$ cat src/rtl/tt_and_tester_pkg.sv
// Shared types and constants for the 4-bit AND tester.
// Ports: none (package only).
// Holds the FSM state enum, operand width, vector count and error ceiling.
package tt_and_tester_pkg;

  typedef enum logic [1:0] {
    IDLE  = 2'd0,
    RUN   = 2'd1,
    DRAIN = 2'd2,
    DONE  = 2'd3
  } state_t;

  localparam int W       = 4;
  localparam int NVEC    = 256;
  localparam int ERR_MAX = 31;

endpackage

$ cat src/rtl/and_tester_checker.sv
// Result checker: delays golden A&B, the internal result and a valid bit by
// LAT stages, compares against the selected result and counts mismatches.
// Ports: clk/rst_n/en clock, reset, freeze; clr clears count and valid slots;
// vld/a/b issued operand; fault/mode run config; ext_res pin result; err count.
module and_tester_checker
  import tt_and_tester_pkg::*;
#(
  parameter int LAT = 2
) (
  input  logic         clk,
  input  logic         rst_n,
  input  logic         en,
  input  logic         clr,
  input  logic         vld,
  input  logic [W-1:0] a,
  input  logic [W-1:0] b,
  input  logic         fault,
  input  logic         mode,
  input  logic [W-1:0] ext_res,
  output logic [4:0]   err
);

  logic [W-1:0]   exp_pipe [LAT];
  logic [W-1:0]   res_pipe [LAT];
  logic [LAT-1:0] vld_pipe;

  logic [W-1:0] golden;
  logic [W-1:0] int_res;
  logic [W-1:0] dut_res;
  logic         mismatch;

  assign golden = a & b;

  // Fault injection corrupts only the all-ones operand pair, bit 0.
  assign int_res = golden ^ {{(W-1){1'b0}}, fault && (a == '1) && (b == '1)};

  // External results arrive already LAT cycles late, so they are used live.
  assign dut_res  = mode ? ext_res : res_pipe[LAT-1];
  assign mismatch = vld_pipe[LAT-1] && (exp_pipe[LAT-1] != dut_res);

  always_ff @(posedge clk or negedge rst_n) begin
    if (!rst_n) begin
      for (int i = 0; i < LAT; i++) begin
        exp_pipe[i] <= '0;
        res_pipe[i] <= '0;
      end
      vld_pipe <= '0;
      err      <= '0;
    end else if (en) begin
      exp_pipe[0] <= golden;
      res_pipe[0] <= int_res;
      vld_pipe[0] <= vld && !clr;
      for (int i = 1; i < LAT; i++) begin
        exp_pipe[i] <= exp_pipe[i-1];
        res_pipe[i] <= res_pipe[i-1];
        vld_pipe[i] <= vld_pipe[i-1] && !clr;
      end
      if (clr) begin
        err <= '0;
      end else if (mismatch && (err != 5'(ERR_MAX))) begin
        err <= err + 5'd1;
      end
    end
  end

endmodule

$ cat src/rtl/tt_um_and_tester.sv
// Tiny Tapeout on-chip tester for a 4-bit AND design: sweeps all 256 operand
// pairs, checks results (internal loopback or external pins) after LAT cycles.
// Ports: ui_in {res[3:0],-,fault,mode,start}; uo_out {err[4:0],pass,done,busy};
// uio_out {A,B}; uio_oe driven only while busy in external mode; uio_in unused.
module tt_um_and_tester
  import tt_and_tester_pkg::*;
#(
  parameter int LAT = 2
) (
  input  logic [7:0] ui_in,
  output logic [7:0] uo_out,
  input  logic [7:0] uio_in,
  output logic [7:0] uio_out,
  output logic [7:0] uio_oe,
  input  logic       ena,
  input  logic       clk,
  input  logic       rst_n
);

  localparam logic [7:0] LAST_VEC = 8'(NVEC - 1);
  localparam logic [1:0] LAT_LAST = 2'(LAT - 1);

  state_t     state, state_d;
  logic [1:0] sync_q;
  logic       sync_d1;
  logic       trig;
  logic [7:0] v;
  logic [1:0] dcnt;
  logic       mode_q;
  logic       fault_q;
  logic [4:0] err;
  logic       start_run;
  logic       busy;
  logic       done;
  logic       pass;

  logic unused_pins;
  assign unused_pins = ^{uio_in, ui_in[3]};

  // Trigger only from a resting state; starts during RUN/DRAIN are dropped.
  assign start_run = trig && ((state == IDLE) || (state == DONE));

  always_comb begin
    state_d = state;
    busy    = 1'b0;
    done    = 1'b0;
    uio_out = 8'h00;
    case (state)
      IDLE: begin
        if (trig) state_d = RUN;
      end
      RUN: begin
        busy    = 1'b1;
        uio_out = v;
        if (v == LAST_VEC) state_d = DRAIN;
      end
      DRAIN: begin
        busy    = 1'b1;
        uio_out = v;
        if (dcnt == LAT_LAST) state_d = DONE;
      end
      DONE: begin
        done    = 1'b1;
        uio_out = v;
        if (trig) state_d = RUN;
      end
      default: state_d = IDLE;
    endcase
  end

  always_ff @(posedge clk or negedge rst_n) begin
    if (!rst_n) begin
      state   <= IDLE;
      sync_q  <= '0;
      sync_d1 <= 1'b0;
      trig    <= 1'b0;
      v       <= '0;
      dcnt    <= '0;
      mode_q  <= 1'b0;
      fault_q <= 1'b0;
    end else if (ena) begin
      // Two-flop synchronizer, then a registered rising-edge detect.
      sync_q  <= {sync_q[0], ui_in[0]};
      sync_d1 <= sync_q[1];
      trig    <= sync_q[1] && !sync_d1;
      state   <= state_d;
      if (start_run) begin
        v       <= '0;
        dcnt    <= '0;
        mode_q  <= ui_in[1];
        fault_q <= ui_in[2];
      end else begin
        // v parks at the last vector so DRAIN/DONE keep showing 8'hFF.
        if ((state == RUN) && (v != LAST_VEC)) v <= v + 8'd1;
        if (state == DRAIN) dcnt <= dcnt + 2'd1;
      end
    end
  end

  and_tester_checker #(.LAT(LAT)) u_checker (
    .clk     (clk),
    .rst_n   (rst_n),
    .en      (ena),
    .clr     (start_run),
    .vld     (state == RUN),
    .a       (v[7:4]),
    .b       (v[3:0]),
    .fault   (fault_q),
    .mode    (mode_q),
    .ext_res (ui_in[7:4]),
    .err     (err)
  );

  assign pass   = done && (err == 5'd0);
  assign uo_out = {err, pass, done, busy};
  assign uio_oe = (busy && mode_q) ? 8'hFF : 8'h00;

endmodule

$ cat config.mk
export PLATFORM = sky130hd
export DESIGN_NAME = tt_um_and_tester
export DESIGN_NICKNAME = d
export VERILOG_FILES = /design/src/rtl/tt_and_tester_pkg.sv /design/src/rtl/and_tester_checker.sv /design/src/rtl/tt_um_and_tester.sv
export SDC_FILE = /design/constraint.sdc
export NUM_CORES = 1
export LEC_CHECK = 0
export ABC_AREA = 1
export BUFFER_PORTS_ARGS = -buffer_cell sky130_fd_sc_hd__buf_4
export CORE_ASPECT_RATIO = 2
export CORE_MARGIN = 4
export CORE_UTILIZATION = 50
export DETAILED_ROUTE_END_ITERATION = 8
export PLACE_DENSITY = 0.74
export SLEW_MARGIN = 0
export SYNTH_ARGS = -nofsm -noshare
export SYNTH_HDL_FRONTEND = slang
export SYNTH_SLANG_ARGS = --single-unit
$ cat constraint.sdc
create_clock -name clk -period 1.98 [get_ports clk]
set_input_delay 0.099 -clock clk [delete_from_list [all_inputs] [get_ports clk]]
set_output_delay 0.099 -clock clk [all_outputs]
set_load 0.03 [all_outputs]
==> metrics.md <==
| Metric | Value |
|---|---|
| Status | completed |
| RSZ-0062 raised after global routing | false |
| Placed wire-length estimate | 3115 um |
| TritonCTS clock tree | yes |
| Async S/R FF share, synth | 100.0% |
| Rel. slew slack | 70.45% |
| Register area share after synthesis | 42.84% |
| Resize count post-CTS | 0 |
| Clk root buf | clkbuf_8 |
| Top delay family on crit path | simple AND/OR/NAND/NOR gates |
| GPL Wtd Cong | 0.8473 |
| Number of flops mapped to enable cells by yosys | 0 |
| Max Slew Vio Count | 0 |
| Arrival @ worst endpoint | 1960 ps |
| Synth area leader | dfrtp_1 |
| Setup Skew | 9.383 ps |
| Drt pass-1 iters | 4 |
| Slew @ Worst Pin | 443.3 ps |
| Syn Nets | 277 |
| CTS max path bufs | 2 |
| Avg Vias per Cell | 5.025 |
| Worst EP required | 2150 ps |
| Max Cap Violations | 0 |
| Core area | 0.003884 mm2 |
| Final core occ | 60.02% |
| Worst ir drop on vdd | 1.239 mV |
| Commonest cells post-synth | nand2_1, dfrtp_1, inv_1, nand3_1, nor2_1 |
| Area Growth Syn to Fin | 14.01% |
| Minimum clock period | 1791 ps |
| Initial antenna violation count | 0 |
| Period utilization | 90.46% |
| Routed Antenna Nets | 0 |
| Synth warnings | 0 |
| Fmax | 558.3 MHz |
| Wire per inst | 12.15 um |
| CP Class | flip-flop to flip-flop |
| Global-route wire length before repair | 7065 um |
| Top cell type's share of synthesized area | 42.84% |
| Seq cells post-synth | 35 |
| Initial core utilization | 52.64% |
| Port Buf Inserts | 33 |
| Cell variety after synth | 28 |
| Number of top-level pins | 43 |
| Largest net degree at the start of global routing | 36 |
| Antenna diodes | 0 |
| Top cells by area, synth | dfrtp_1, nand2_1, ha_1 |
| CTS HTree Levels | 2 |
| WL final | 3935 um |
| Clk_lat worst skew | 280 ps |
| Fillers | 389 |
| Post-synthesis cell area | 0.002044 mm2 |
| Syn Area/Cell | 8.244 um2 |
| Count leader, synth | nand2_1 |
| CTS Sinks | 35 |
| Buf/Inv on CP | 1 |
| Setup violators final | 0 |
| Die X | 53.22 um |
| Layout Nets | 301 |
| Worst Hold Class | primary input to flip-flop |
| CP peak stage delay | 430 ps |
| GRT Overall Usage | 17.67% |
| CTS buffer count | 5 |
| Via count | 1,628 |
| Slowest CP cell | dfrtp_1 |
| Setup_tns | 0 ps |
| Crit path capture type | flip-flop |
| Vias in the first global route | 1,624 |
| Power Density | 1495 mW/mm2 |
| Worst path cell trace | inv_1, ha_1, nor2_4, nand2_2, nand2_4, nand3_1, nand2_1, nor2_1 |
| Die area | 0.005238 mm2 |
| Share of layout cells above drive strength 1 | 23.08% |
| Hold Violations, Final | 0 |
| CTS clock-pin slew for the worst setup and hold paths | 70 ps |
| Global route overflow | 0 |
| Die Y | 98.43 um |
| Cells after synthesis | 248 |
| FP Rows | 32 |
| Initial DRC Count | 30 |
| Maximum net fanout on the critical path | 16 |
| Total power | 0.003484 W |
| Number of remaining DRC errors | 0 |
| Most used flip-flop cell after synthesis | dfrtp_1 |
| Critical Path Start Type | flip-flop |
| Leak Pwr | 1.215 nW |
cell usage in the layout (no fill, tap or decap), types with 2 or more instances in the layout:
cell,n
nand2_2,6
xor2_1,5
nand2_1,60
a21oi_1,4
nand4_1,7
clkbuf_8,5
nand3_2,4
nor2_1,13
inv_1,33
o21ai_2,7
buf_4,34
o31ai_1,3
nand3_1,19
ha_1,10
nor2_4,2
nor3_1,2
o21ai_0,12
dfrtp_1,35
flip-flops by register name, summed over array words and instances (netlist names):
register            cells
dcnt                    2
trig                    1
fault_q                 1
sync_q                  2
mode_q                  1
state                   2
u_checker.exp_pipe      2
u_checker.err           5
u_checker.res_pipe      8
v                       8
u_checker.vld_pipe      2
sync_d1                 1
power breakdown:
part / internal, W / switching [W] / leakage [nW] / total [W]
clock: 0.000246 / 0.000258 / 0.0412 / 0.000504
combinational: 0.000644 / 0.00122 / 0.712 / 0.00187
sequential: 0.000915 / 0.000200 / 0.462 / 0.00112
total: 0.00180 / 0.00168 / 1.22 / 0.00348
what timing repair did:
item | 4_1_cts | 5_1_grt
hold buffers | 1 | 0
hold endpoints to repair | 35 | 0
setup buffers | 0 | 0
tightest hold or removal path: stages:
cell	delay [ps]
buf_4	80
nand2_1	40
nand2_1	60
logic make-up after synthesis:
kind of cell | count (synthesis) | synth area share, %
DFF | 35 | 42.84
AOI/OAI and AO/OA | 28 | 8.691
muxes | 1 | 0.5508
buffers and inverters | 52 | 12.48
and+or+nand+nor | 117 | 27.17
xor gates and xnor gates | 5 | 2.142
adders and majority gates | 10 | 6.120
worst paths after layout:
check,startpoint,to,slack (ps),cells after the start
worst max-delay path,state[0]$_DFFE_PN0P_,v[5]$_DFFE_PN0P_,190,8
worst min-delay path,ui_in[0],sync_q[0]$_DFFE_PN0P_,20,3
worst max register to register,state[0]$_DFFE_PN0P_,v[5]$_DFFE_PN0P_,190,8
worst min register to register,sync_d1$_DFFE_PN0P_,trig$_DFFE_PN0P_,470,1
max in group asynchronous,rst_n,u_checker.vld_pipe[0]$_DFFE_PN0P_,1350,2
min in group asynchronous,rst_n,state[0]$_DFFE_PN0P_,300,2
metrics by stage:
step | area [um2] | setup WS (ps) | std cells | hold slack, ps
2_1_floorplan | 2044 | 335.3 | 248 | -196.6
3_3_place_gp | 2236 | 235.5 | 315 | 80.64
3_5_place_dp | 2236 | 176.0 | 315 | 78.84
4_1_cts | 2331 | 165.0 | 324 | 14.14
5_1_grt | 2331 | 42.64 | 324 | 16.63
6_report | 2331 | 188.9 | 324 | 15.90
per-layer routing:
metal / global-route usage [%] / share of wire (%)
met5: 0 / 0
met4: 8.858 / 2.9
met3: 3.177 / 5.4
met2: 30.94 / 55
met1: 19.29 / 36
area by class of cell:
class                           instances  area (um2)  share of cell area [%]
Multi-Input combinational cell        161       913.4                   39.18
Sequential cell                        35       875.8                   37.57
Timing Repair Buffer                   35       265.3                   11.38
Inverter                               34       127.6                   5.475
Clock buffer                            6       72.57                   3.113
Tap cell                               51       63.81                   2.738
Clock inverter                          2       12.51                  0.5368
Note: power is estimated with default switching activity, not from simulation.
